File: src/rtl/fir_seq_pkg.sv
// fir_seq_pkg: shared widths, FSM encoding and result lane indexing for the block FIR sequencer
package fir_seq_pkg;
   localparam int IN_SAMPLE_WIDTH  = 16;
   localparam int OUT_SAMPLE_WIDTH = 32;
   typedef enum logic [1:0] {IDLE, START, WAIT} state_t;
   // The filter returns results in reverse lane order: sample 0's result sits in the top lane.
   // Out-of-range indices map to lane 0 so the caller never selects past the vector.
   function automatic int unsigned lane_of(input int unsigned idx, input int unsigned n);
      return (idx < n) ? n - 1 - idx : 0;
   endfunction
endpackage

File: src/rtl/fir_result_serializer.sv
// fir_result_serializer: captures one block of filter results and streams them out lane by lane
//   clkIn/nResetIn : clock, async active-low reset
//   load_i, data_i : capture strobe and packed result block from the filter
//   ready_i        : downstream accepts result_o
//   valid_o        : result_o valid (results still pending)
//   result_o       : current result, zero when nothing is pending
module fir_result_serializer
   import fir_seq_pkg::*;
#(
   parameter int unsigned SAMPLES_NUM = 4
) (
   input  logic                                    clkIn,
   input  logic                                    nResetIn,
   input  logic                                    load_i,
   input  logic [OUT_SAMPLE_WIDTH*SAMPLES_NUM-1:0] data_i,
   input  logic                                    ready_i,
   output logic                                    valid_o,
   output logic [OUT_SAMPLE_WIDTH-1:0]             result_o
);
   localparam int CW = $clog2(SAMPLES_NUM + 1);
   localparam logic [CW-1:0] FULL = CW'(SAMPLES_NUM);
   logic [OUT_SAMPLE_WIDTH*SAMPLES_NUM-1:0] out_q, out_d;
   logic [CW-1:0] cnt_q, cnt_d, idx_q, idx_d;
   logic fire;
   assign valid_o = cnt_q != '0;
   assign fire    = valid_o && ready_i;
   always_comb begin
      result_o = '0;
      for (int unsigned l = 0; l < SAMPLES_NUM; l++)
         if (valid_o && l == lane_of(32'(idx_q), SAMPLES_NUM)) result_o = out_q[OUT_SAMPLE_WIDTH*l +: OUT_SAMPLE_WIDTH];
   end
   always_comb begin
      out_d = load_i ? data_i : out_q;
      cnt_d = load_i ? FULL : fire ? cnt_q - 1'b1 : cnt_q;
      idx_d = load_i ? '0 : fire ? idx_q + 1'b1 : idx_q;
   end
   always_ff @(posedge clkIn or negedge nResetIn) begin
      if (!nResetIn) begin
         out_q <= '0;
         cnt_q <= '0;
         idx_q <= '0;
      end else begin
         out_q <= out_d;
         cnt_q <= cnt_d;
         idx_q <= idx_d;
      end
   end
endmodule

File: src/rtl/fir_block_sequencer.sv
// fir_block_sequencer: packs a sample stream into blocks, launches the block FIR and streams its results back
//   clkIn/nResetIn                      : clock, async active-low reset
//   sampleIn/sampleValidIn/sampleReadyOut : input sample stream
//   resultOut/resultValidOut/resultReadyIn: output result stream
//   firStartOut/firDataOut              : one-cycle start pulse and launched block to the filter
//   firBusyIn/firDoneIn/firDataIn       : filter status and results
//   errorOut                            : sticky protocol error
module fir_block_sequencer
   import fir_seq_pkg::*;
#(
   parameter int unsigned SAMPLES_NUM = 4
) (
   input  logic                                    clkIn,
   input  logic                                    nResetIn,
   input  logic [IN_SAMPLE_WIDTH-1:0]              sampleIn,
   input  logic                                    sampleValidIn,
   output logic                                    sampleReadyOut,
   output logic [OUT_SAMPLE_WIDTH-1:0]             resultOut,
   output logic                                    resultValidOut,
   input  logic                                    resultReadyIn,
   output logic                                    firStartOut,
   output logic [IN_SAMPLE_WIDTH*SAMPLES_NUM-1:0]  firDataOut,
   input  logic                                    firBusyIn,
   input  logic                                    firDoneIn,
   input  logic [OUT_SAMPLE_WIDTH*SAMPLES_NUM-1:0] firDataIn,
   output logic                                    errorOut
);
   localparam int CW = $clog2(SAMPLES_NUM + 1);
   localparam int PW = IN_SAMPLE_WIDTH * SAMPLES_NUM;
   localparam logic [CW-1:0] LAST = CW'(SAMPLES_NUM - 1);
   state_t state_q, state_d;
   logic [PW-1:0] pack_q, pack_d, launch_q, launch_d;
   logic [CW-1:0] cnt_q, cnt_d;
   logic full_q, full_d, low_q, low_d, err_q, err_d;
   logic accept, launch, capture;
   assign sampleReadyOut = !full_q;
   assign accept         = sampleValidIn && !full_q;
   // Launch only once the previous block's results have fully drained.
   assign launch         = state_q == IDLE && full_q && !resultValidOut && !firBusyIn;
   assign firDataOut     = launch_q;
   assign errorOut       = err_q;
   always_ff @(posedge clkIn or negedge nResetIn) begin
      if (!nResetIn) state_q <= IDLE;
      else state_q <= state_d;
   end
   always_comb begin
      state_d = launch ? START : state_q == START ? WAIT : capture ? IDLE : state_q;
   end
   always_comb begin
      firStartOut = state_q == START;
      capture     = state_q == WAIT && firDoneIn;
   end
   always_comb begin
      pack_d = pack_q;
      for (int unsigned k = 0; k < SAMPLES_NUM; k++)
         if (accept && cnt_q == CW'(k)) pack_d[IN_SAMPLE_WIDTH*k +: IN_SAMPLE_WIDTH] = sampleIn;
      cnt_d    = launch ? '0 : accept ? (cnt_q == LAST ? '0 : cnt_q + 1'b1) : cnt_q;
      full_d   = launch ? 1'b0 : (accept && cnt_q == LAST) ? 1'b1 : full_q;
      launch_d = launch ? pack_q : launch_q;
      // Busy low in WAIT without done; two such cycles in a row flag a filter that dropped the block.
      low_d    = state_q == WAIT && !firBusyIn && !firDoneIn;
      err_d    = err_q | (firDoneIn && state_q != WAIT) | (low_q && low_d);
   end
   always_ff @(posedge clkIn or negedge nResetIn) begin
      if (!nResetIn) begin
         pack_q   <= '0;
         launch_q <= '0;
         cnt_q    <= '0;
         full_q   <= 1'b0;
         low_q    <= 1'b0;
         err_q    <= 1'b0;
      end else begin
         pack_q   <= pack_d;
         launch_q <= launch_d;
         cnt_q    <= cnt_d;
         full_q   <= full_d;
         low_q    <= low_d;
         err_q    <= err_d;
      end
   end
   fir_result_serializer #(.SAMPLES_NUM(SAMPLES_NUM)) u_ser (
      .clkIn    (clkIn),
      .nResetIn (nResetIn),
      .load_i   (capture),
      .data_i   (firDataIn),
      .ready_i  (resultReadyIn),
      .valid_o  (resultValidOut),
      .result_o (resultOut)
   );
endmodule

File: config.mk
export PLATFORM = sky130hd
export DESIGN_NAME = fir_block_sequencer
export DESIGN_NICKNAME = d
export VERILOG_FILES = /design/src/rtl/fir_seq_pkg.sv /design/src/rtl/fir_result_serializer.sv /design/src/rtl/fir_block_sequencer.sv
export SDC_FILE = /design/constraint.sdc
export NUM_CORES = 1
export LEC_CHECK = 0
export CORE_ASPECT_RATIO = 0.8
export CORE_MARGIN = 5
export CORE_UTILIZATION = 35
export DETAILED_ROUTE_END_ITERATION = 10
export GPL_ROUTABILITY_DRIVEN = 0
export MAX_ROUTING_LAYER = met4
export PLACE_DENSITY = 0.55
export SETUP_SLACK_MARGIN = 0.05
export SLEW_MARGIN = 20
export SYNTH_ARGS = -nofsm -noshare
export SYNTH_HDL_FRONTEND = slang
export SYNTH_SLANG_ARGS = --single-unit
File: constraint.sdc
create_clock -name clkIn -period 4.36 [get_ports clkIn]
set_input_delay 0.436 -clock clkIn [delete_from_list [all_inputs] [get_ports clkIn]]
set_output_delay 0.436 -clock clkIn [all_outputs]
set_load 0.02 [all_outputs]
# Word-level counts from Yosys, hierarchy flattened
# Index checks and enable logic that the tools add are counted.
# totals
reg_bits,270
out_inout_bits,100
# classes
eq_ne,9
n_lt_le_gt_ge,1
addsub,4
n_bitwise,2
muxes,17
reduce_logical,30
# op_table
operator,count
$mux W32,5
$eq A2 B32 Y1 const A,2
$eq A1 B32 Y1 const A,1
$logic_not A32 Y1,1
$mux W3,7
$logic_and A1 B1 Y1,18
$add A3 B1 Y3 const B,2
$eq A3 B2 Y1 const B,2
$mux W2,3
$reduce_bool A2 Y1,3
$reduce_bool A3 Y1,2
$logic_not A1 Y1,4
$sub A2 B3 Y4 const A,1
$eq A3 B1 Y1 const B,1
$logic_not A3 Y1,1
$lt A3 B3 Y1 const B,1
$sub A3 B1 Y3 const B,1
$eq A2 B1 Y1 const B,1
$eq A2 B2 Y1 const B,1
$logic_not A2 Y1,1
$mux W1,2
$ne A2 B2 Y1 const B,1
$or A1 B1 Y1,2

# Logic depth before layout (Yosys ltp)
# depth
word_depth,8
ltp_mapped,9
ltp_nobuf,6

# Hierarchy
# Synthesis repeated with hierarchy kept, for this count alone.
# hier_totals
hier_cells,841
hier_area_um2,11571.1
# modules_own_cells
module,area_each_um2,instances,cells_per_inst
fir_result_serializer,6332.3,1,529
fir_block_sequencer,5238.8,1,312

# Worst setup path after synthesis
# Ideal clock, no wire load.
# synth_path
kind,reg-to-output
from,register u_ser.cnt_q[0]
to,output port resultOut[20]
stages_incl_launch_ff,10
setup_slack_ps,2095
path_buffers,3
arrival_ps,1829
path_cell_list,dfrtp_1 -> inv_1 -> ha_1 -> nor2b_1 -> buf_4 -> inv_2 -> buf_2 -> buf_1 -> nand3_1 -> o2111ai_1
# synth_via
elab_chain_cells,6
elab_cells_between_ends,9
cone_classes,mux (4); reduce/logical (5)
# synth_rtl
item,line_no,text
from (decl),fir_result_serializer.sv:23,"logic [CW-1:0] cnt_q, cnt_d, idx_q, idx_d;"
from (signal assigned),fir_result_serializer.sv:44,cnt_q <= cnt_d;
$reduce_bool A3 Y1 *,fir_result_serializer.sv:25,assign valid_o = cnt_q != '0;
net resultValidOut,fir_block_sequencer.sv:19,"output logic resultValidOut,"
$logic_and A1 B1 Y1,fir_result_serializer.sv:30,"if (valid_o && l == lane_of(32'(idx_q), SAMPLES_NUM)) result_o = out_q[OUT_SAMPLE_WIDTH*l +: OUT_SAMPLE_WIDTH] ..."
$mux W32 (3 in series),fir_result_serializer.sv:30,
$mux W32 *,fir_result_serializer.sv:30,
to (decl),fir_block_sequencer.sv:18,"output logic [OUT_SAMPLE_WIDTH-1:0] resultOut,"
# Mark *: on every way through the listed nets, which the timed path passes. The rest lies on a longest branch.

# Worst setup path after layout
# layout_path
from,register u_ser.cnt_q[0]
to,output port resultOut[10]
# layout_via
elab_chain_cells,6
elab_cells_between_ends,9
cone_classes,mux (4); reduce/logical (5)
# layout_rtl
item,line_no
$reduce_bool A3 Y1 *,fir_result_serializer.sv:25
$logic_and A1 B1 Y1,fir_result_serializer.sv:30
$mux W32 (3 in series),fir_result_serializer.sv:30
$mux W32 *,fir_result_serializer.sv:30
# Mark *: on every way between the ends. The rest lies on a longest branch, timed or not.

==> results by stage <==
Outcome:
- The flow ran to the end, and the final reports show no timing, DRC or antenna violations.

Floorplan:
- The horizontal die dimension is 212 um.
- The number of standard-cell rows in the floorplan is 59.
- The die outline height is 171 um.
- The I/O pin count is 250.
- For this configuration, the core starts out at a cell density of 0.352.
- The die covers 36,200 sq um.
- The placeable core region is 32,300 sq um.

Final layout:
- The area overhead of the layout relative to synthesis is 35.6%.
- Counting the fill cells in the layout gives 2,920.
- The number of nets in the finished design is 1,208.
- The layout cell share with drive strength beyond 1 is 0.308.

STA:
- The worst clock skew on the final layout is 8.24 ps.
- The max-slew violation count came to 0.
- The final period utilization is 0.866.
- The worst-case setup margin in the final layout is 584 ps.
- The total setup violations reported at the end of the flow is 0.
- The count of endpoints failing hold in the final timing report is 0.
- Setup repair after global routing left no endpoint under its margin.
- Across all hold checks on the routed design, the worst slack comes to 484 ps.
- The remaining max-slew budget at the tightest pin is 0.307.
- The post-route setup TNS is 0 ps.
- The timing-limited maximum frequency is 0.265 GHz.
- The worst path in the final design needs a cycle of 3780 ps, including I/O delays and setup.
- The slew at the pin closest to its max-slew limit is 1040 ps.

Hold path:
- The worst hold path belongs to the class flip-flop to flip-flop.

Pwr:
- The share of total power dissipated in combinational logic is 0.400.
- The net switching share of the total power is 0.339.
- The relative contribution of the clock network to total power is 0.235.
- In this run the power density over the cells is 781 nW/um^2.
- Summed over all cells, the static leakage comes to 6.48 nW.
- The register share of total power is 0.365.
- The switching power is 0.00408 W.
- VDD sags by at most 0.000351 V.
- The final total power is 0.0120 W.
- Cell internal power was estimated by the tool at 0.00797 W.

GRT:
- The overflow left after global routing is 0.
- The initial antenna violation count is 0.
- In the global route stage, overall resource usage came out at 0.168.
- The pin count of the biggest net entering global routing is 115.
- The first global-routing pass estimated 46,800 um of wire.
- The number of global-route vias before repair was 7,979.

Routing:
- For this run, design rule violations remaining after detail routing come to 0.
- The via count is 7,569.
- The wire length per cell is 20.3 um.
- The number of search-and-repair iterations in the first detailed-routing pass is 4.
- The detailed router finished its first iteration with 441 violations.
- The detail route stage leaves a number of antenna-violating nets equal to 0.
- The sum of routed wire length over all layers is 30,500 um.
- Using the TritonRoute via totals, the vias-per-cell ratio works out to 5.03.

Placement:
- Timing analysis after detailed placement gives a worst setup slack of 1160 ps.
- The post-DP HPWL is 19,800 um.
- Port buffering added 249 buffers.

Clocking:
- CTS saw 270 sinks.
- The clock passes through at most 3 buffers.
- The CTS buffer count is 29.
- The clock slew seen by the registers of the worst setup and hold paths is 60 ps.
- CTS built an H-tree with a depth of 1.
- Once the clock tree was built, the setup fixing pass inserted 0 buffers.
- At the later pin of the worst-skew pair, clock insertion delay measures 560 ps.
- The tree is rooted in a sky130_fd_sc_hd__clkbuf_16.
- The clock tree from TritonCTS is done.

Logic synthesis:
- The count of synthesis-stage warnings from yosys is 0.
- In this run the cell area of the synthesized design comes to 11,400 sq um.
- The count of cell types in the netlist is 42.
- Synthesis inferred 270 register bits.
- The share of synthesized area in the top cell type comes to 0.594.
- Synthesis produced a netlist with a net count of 970.
- In the post-synthesis netlist, the biggest area contributors are sky130_fd_sc_hd__dfrtp_1 (59%), sky130_fd_sc_hd__mux2_2 (25%), sky130_fd_sc_hd__nand3_1 (2.6%).
- A synthesized cell averages 14.0 sq um.
- The post-synthesis instance total is 813.
- sky130_fd_sc_hd__dfrtp_1 takes more of the synthesized area than any other cell.
- Of the synthesized area, sequential elements account for 0.594.

Setup path:
- The critical path capture point type is an output pin.
- Along the worst path, the maximum fanout reaches 22.
- The data required time of the critical path is 3920 ps.
- The category of the critical setup timing path is flip-flop to output pin.
- STA classifies the critical path startpoint as a flip-flop.
- The arrival time at the worst endpoint is 3340 ps.

Run:
- Max-cap violations in this run came to 0.
-- metal layers --
layer  vias up  global-route usage  wire length, um
met2       208               0.241            13100
met1      3869               0.245            14900
met3        35              0.0432             2040
met5         -                   -                0
met4         0              0.0305              484
li1       3457                   -                -
-- per-stage QoR --
stage	instances	util	cell area (sq um)
after global placement	1446	0.442	14300
after floorplan	813	-	11400
after detailed placement	1446	0.442	14300
final	1504	0.477	15400
after global routing	1501	0.477	15400
after CTS	1501	0.477	15400
-- power by group through the flow --
stage                     combinational, W  clock (W)  sequential (W)
after CTS                          0.00489    0.00292         0.00440
after floorplan                    0.00268          0         0.00448
after global routing               0.00521    0.00302         0.00455
after global placement             0.00483          0         0.00442
final                              0.00482    0.00283         0.00439
after detailed placement           0.00487          0         0.00443
-- cells by family after synthesis --
group | Yosys count | synth area share
DFF | 270 | 0.594
muxes | 257 | 0.254
and+or+nand+nor | 116 | 0.0586
buffers and inverters | 96 | 0.0395
AOI/OAI and AO/OA | 66 | 0.0455
adders and majority gates | 7 | 0.00770
xor gates and xnor gates | 1 | 0.000770
-- worst paths after layout --
check,start,to,slack [ps],depth (start not counted)
worst max-delay path,u_ser.cnt_q[0]$_DFFE_PN0P_,resultOut[10],580,8
worst min-delay path,pack_q[29]$_DFFE_PN0P_,firDataOut[29]$_DFFE_PN0P_,480,1
worst max register to register,u_ser.cnt_q[0]$_DFFE_PN0P_,firDataOut[26]$_DFFE_PN0P_,1890,7
worst min register to register,pack_q[29]$_DFFE_PN0P_,firDataOut[29]$_DFFE_PN0P_,480,1
max in group asynchronous,nResetIn,pack_q[2]$_DFFE_PN0P_,2690,3
min in group asynchronous,nResetIn,u_ser.out_q[104]$_DFFE_PN0P_,520,2
-- worst max-delay path, stage by stage (launching register included) --
cell and delay [ps]:
sky130_fd_sc_hd__dfrtp_1 340, sky130_fd_sc_hd__inv_1 70, sky130_fd_sc_hd__ha_1 180, sky130_fd_sc_hd__nor2b_1 140, sky130_fd_sc_hd__clkinv_2 250, sky130_fd_sc_hd__nand3_1 500
sky130_fd_sc_hd__buf_4 390, sky130_fd_sc_hd__o2111ai_1 250, sky130_fd_sc_hd__clkdlybuf4s50_1 650
-- state kept, by name, indices dropped and copies added, names as in the netlist, 2 cells and up --
signal       cells
firDataOut      64
state_q          2
u_ser.idx_q      3
u_ser.out_q    128
u_ser.cnt_q      3
cnt_q            3
pack_q          64
-- synth_stat cells --
| cell type | instances |
|---|---|
| sky130_fd_sc_hd__mux2i_1 | 1 |
| sky130_fd_sc_hd__a21o_1 | 2 |
| sky130_fd_sc_hd__nand2b_2 | 1 |
| sky130_fd_sc_hd__nand4b_1 | 1 |
| sky130_fd_sc_hd__nand2_1 | 2 |
| sky130_fd_sc_hd__nand4_1 | 32 |
| sky130_fd_sc_hd__buf_6 | 2 |
| sky130_fd_sc_hd__o31ai_1 | 1 |
| sky130_fd_sc_hd__a21oi_1 | 5 |
| sky130_fd_sc_hd__a311oi_1 | 2 |
| sky130_fd_sc_hd__nor3b_1 | 2 |
| sky130_fd_sc_hd__or2_2 | 1 |
| sky130_fd_sc_hd__and3_1 | 1 |
| sky130_fd_sc_hd__nor2_4 | 1 |
| sky130_fd_sc_hd__o22ai_1 | 1 |
| sky130_fd_sc_hd__xnor2_1 | 1 |
| sky130_fd_sc_hd__nor4b_4 | 1 |
| sky130_fd_sc_hd__nor4bb_1 | 1 |
| sky130_fd_sc_hd__mux2_1 | 6 |
| sky130_fd_sc_hd__o2111ai_1 | 23 |
| sky130_fd_sc_hd__nor2b_1 | 2 |
| sky130_fd_sc_hd__a221o_1 | 1 |
| sky130_fd_sc_hd__o221ai_1 | 9 |
| sky130_fd_sc_hd__buf_4 | 13 |
| sky130_fd_sc_hd__mux2_2 | 250 |
| sky130_fd_sc_hd__a31oi_1 | 1 |
| sky130_fd_sc_hd__buf_2 | 20 |
| sky130_fd_sc_hd__o21ai_0 | 3 |
| sky130_fd_sc_hd__a211oi_1 | 9 |
| sky130_fd_sc_hd__nand3_1 | 59 |
| sky130_fd_sc_hd__dfrtp_1 | 270 |
| sky130_fd_sc_hd__inv_1 | 33 |
| sky130_fd_sc_hd__ha_1 | 7 |
| sky130_fd_sc_hd__or4_1 | 1 |
| sky130_fd_sc_hd__and2_1 | 3 |
| sky130_fd_sc_hd__o211ai_1 | 9 |
| sky130_fd_sc_hd__nor2_1 | 5 |
| sky130_fd_sc_hd__inv_2 | 1 |
| sky130_fd_sc_hd__clkbuf_1 | 23 |
| sky130_fd_sc_hd__buf_1 | 4 |
| sky130_fd_sc_hd__nand2b_1 | 1 |
| sky130_fd_sc_hd__nor3_1 | 2 |
-- cells in the final DEF, fill, tap and decap left out, drive strengths merged, types with 20 or more instances in the layout --
| cell type | Yosys | final |
|---|---|---|
| buf | 39 | 20 |
| clkbuf | 23 | 34 |
| clkdlybuf4s50 | 0 | 248 |
| dfrtp | 270 | 270 |
| inv | 34 | 34 |
| mux2 | 256 | 256 |
| nand3 | 59 | 59 |
| nand4 | 32 | 32 |
| o2111ai | 23 | 23 |
-- cell type report --
type,instances,area [sq um],share of cell area
Clock buffer,34,785,0.0509
Antenna cell,3,7.51,0.000487
Tap cell,427,534,0.0346
Multi-Input combinational cell,447,4200,0.272
Inverter,34,129,0.00835
Timing Repair Buffer,269,2690,0.174
Clock inverter,20,327,0.0212
Sequential cell,270,6760,0.438
-- what timing repair did --
item / in CTS / in global routing
hold buffers: 1 / 0
endpoints found under the hold margin: 33 / 0
resized for setup: 0 / 0
No activity file was read; power rests on OpenSTA's default activity.
==> variant, RTL diff (config.mk and constraints unchanged) <==
The 3 states of `state_t` get a one-hot encoding in 3 bits.
--- a/src/rtl/fir_seq_pkg.sv
+++ b/src/rtl/fir_seq_pkg.sv
@@ -3,5 +3,5 @@
    localparam int IN_SAMPLE_WIDTH  = 16;
    localparam int OUT_SAMPLE_WIDTH = 32;
-   typedef enum logic [1:0] {IDLE, START, WAIT} state_t;
+   typedef enum logic [2:0] {IDLE = 3'b001, START = 3'b010, WAIT = 3'b100} state_t;
    // The filter returns results in reverse lane order: sample 0's result sits in the top lane.
    // Out-of-range indices map to lane 0 so the caller never selects past the vector.
Formal check against the unedited RTL: same outputs for any inputs over 10 cycles, from zero or initial values and one cycle with nResetIn low; not proved beyond that.
==> variant against the original RTL <==
Clock power shrank 7%; fmax grew 1.3%; wire length grew 1.2%; clock skew grew 9.2 ps; sequential cell count grew 1; area after synthesis grew 2.6%; sequential share of layout area shrank 0.22 points; total power shrank 5.2%; final area grew 0.89%; worst setup slack gained 47 ps; global-route usage shrank 0.16 points.
==> variant: results (changes against the original RTL) <==
outcome: completed
Seq. cell area: 6780 µm² (+0.39%)
Synth Area in Compound Gates: 4.20% (-0.35 points)
# clk buffers: 42 (+24%)
via-per-instance ratio: 5.01 (-0.54%)
ClkCell Share: 6.63% (-0.57 points)
met2 wire len: 13600 µm (+4.4%)
DPL Wire Length: 20100 µm (+1.8%)
Synth area leaders: dfrtp_1 58%, mux2_2 21%, mux2_4 4.9%
CTS Buf Count: 30 (+3.4%)
M3 GR Usage: 4.30% (-0.026 points)
detailed-route wire length: 30800 µm (+1.2%)
Tot GR Track Use: 16.7% (-0.16 points)
post-synthesis mux area share: 26.0% (+0.59 points)
part of the power in registers: 37.6% (+1.1 points)
first-pass GRT wire length: 48600 µm (+3.8%)
wire length on met3: 1890 µm (-7.6%)
synth unique cells: 45 (+7.1%)
Pleak: 6.72 nW (+3.7%)
synthesized net count: 973 (+0.31%)
worst vdd ir: 0.456 mV (+30%)
Fillers: 2949 (+0.99%)
antenna fix cells: 2 (-1)
Layout Nets: 1210 (+0.17%)
Arr. time, crit path: 3290 ps (-50 ps)
variant: cell count changes after synthesis, sizes merged, moves of 2 or more:
cell     change
a2111oi      +6
o221ai       -3
o2111ai      +3
nand4b      +32
a211oi       -9
and2         +2
o211ai       -3
clkbuf       -6
nand4       -32
buf          +5
variant: per-stage QoR:
step	instance area, µm²	hold slack (ps)	setup slack [ps]	utilization [%]	power (W)
after floorplan	11700	140	2040	-	0.00695
after global placement	14500	459	1210	44.4	0.00881
after detailed placement	14500	475	1220	44.4	0.00886
after CTS	15600	451	592	47.6	0.0116
after global routing	15600	467	364	47.6	0.0121
final	15600	474	631	47.6	0.0114
variant: final timing paths:
check / from / to / cells past startpoint
max reg2reg: u_ser.cnt_q[0] / cnt_q[0] / 7
min reg2reg: low_q / errorOut / 1
max: u_ser.cnt_q[0] / resultOut[18] / 8
max in group asynchronous: nResetIn / u_ser.out_q[5] / 3
min in group asynchronous: nResetIn / u_ser.out_q[62] / 2
min: low_q / errorOut / 1
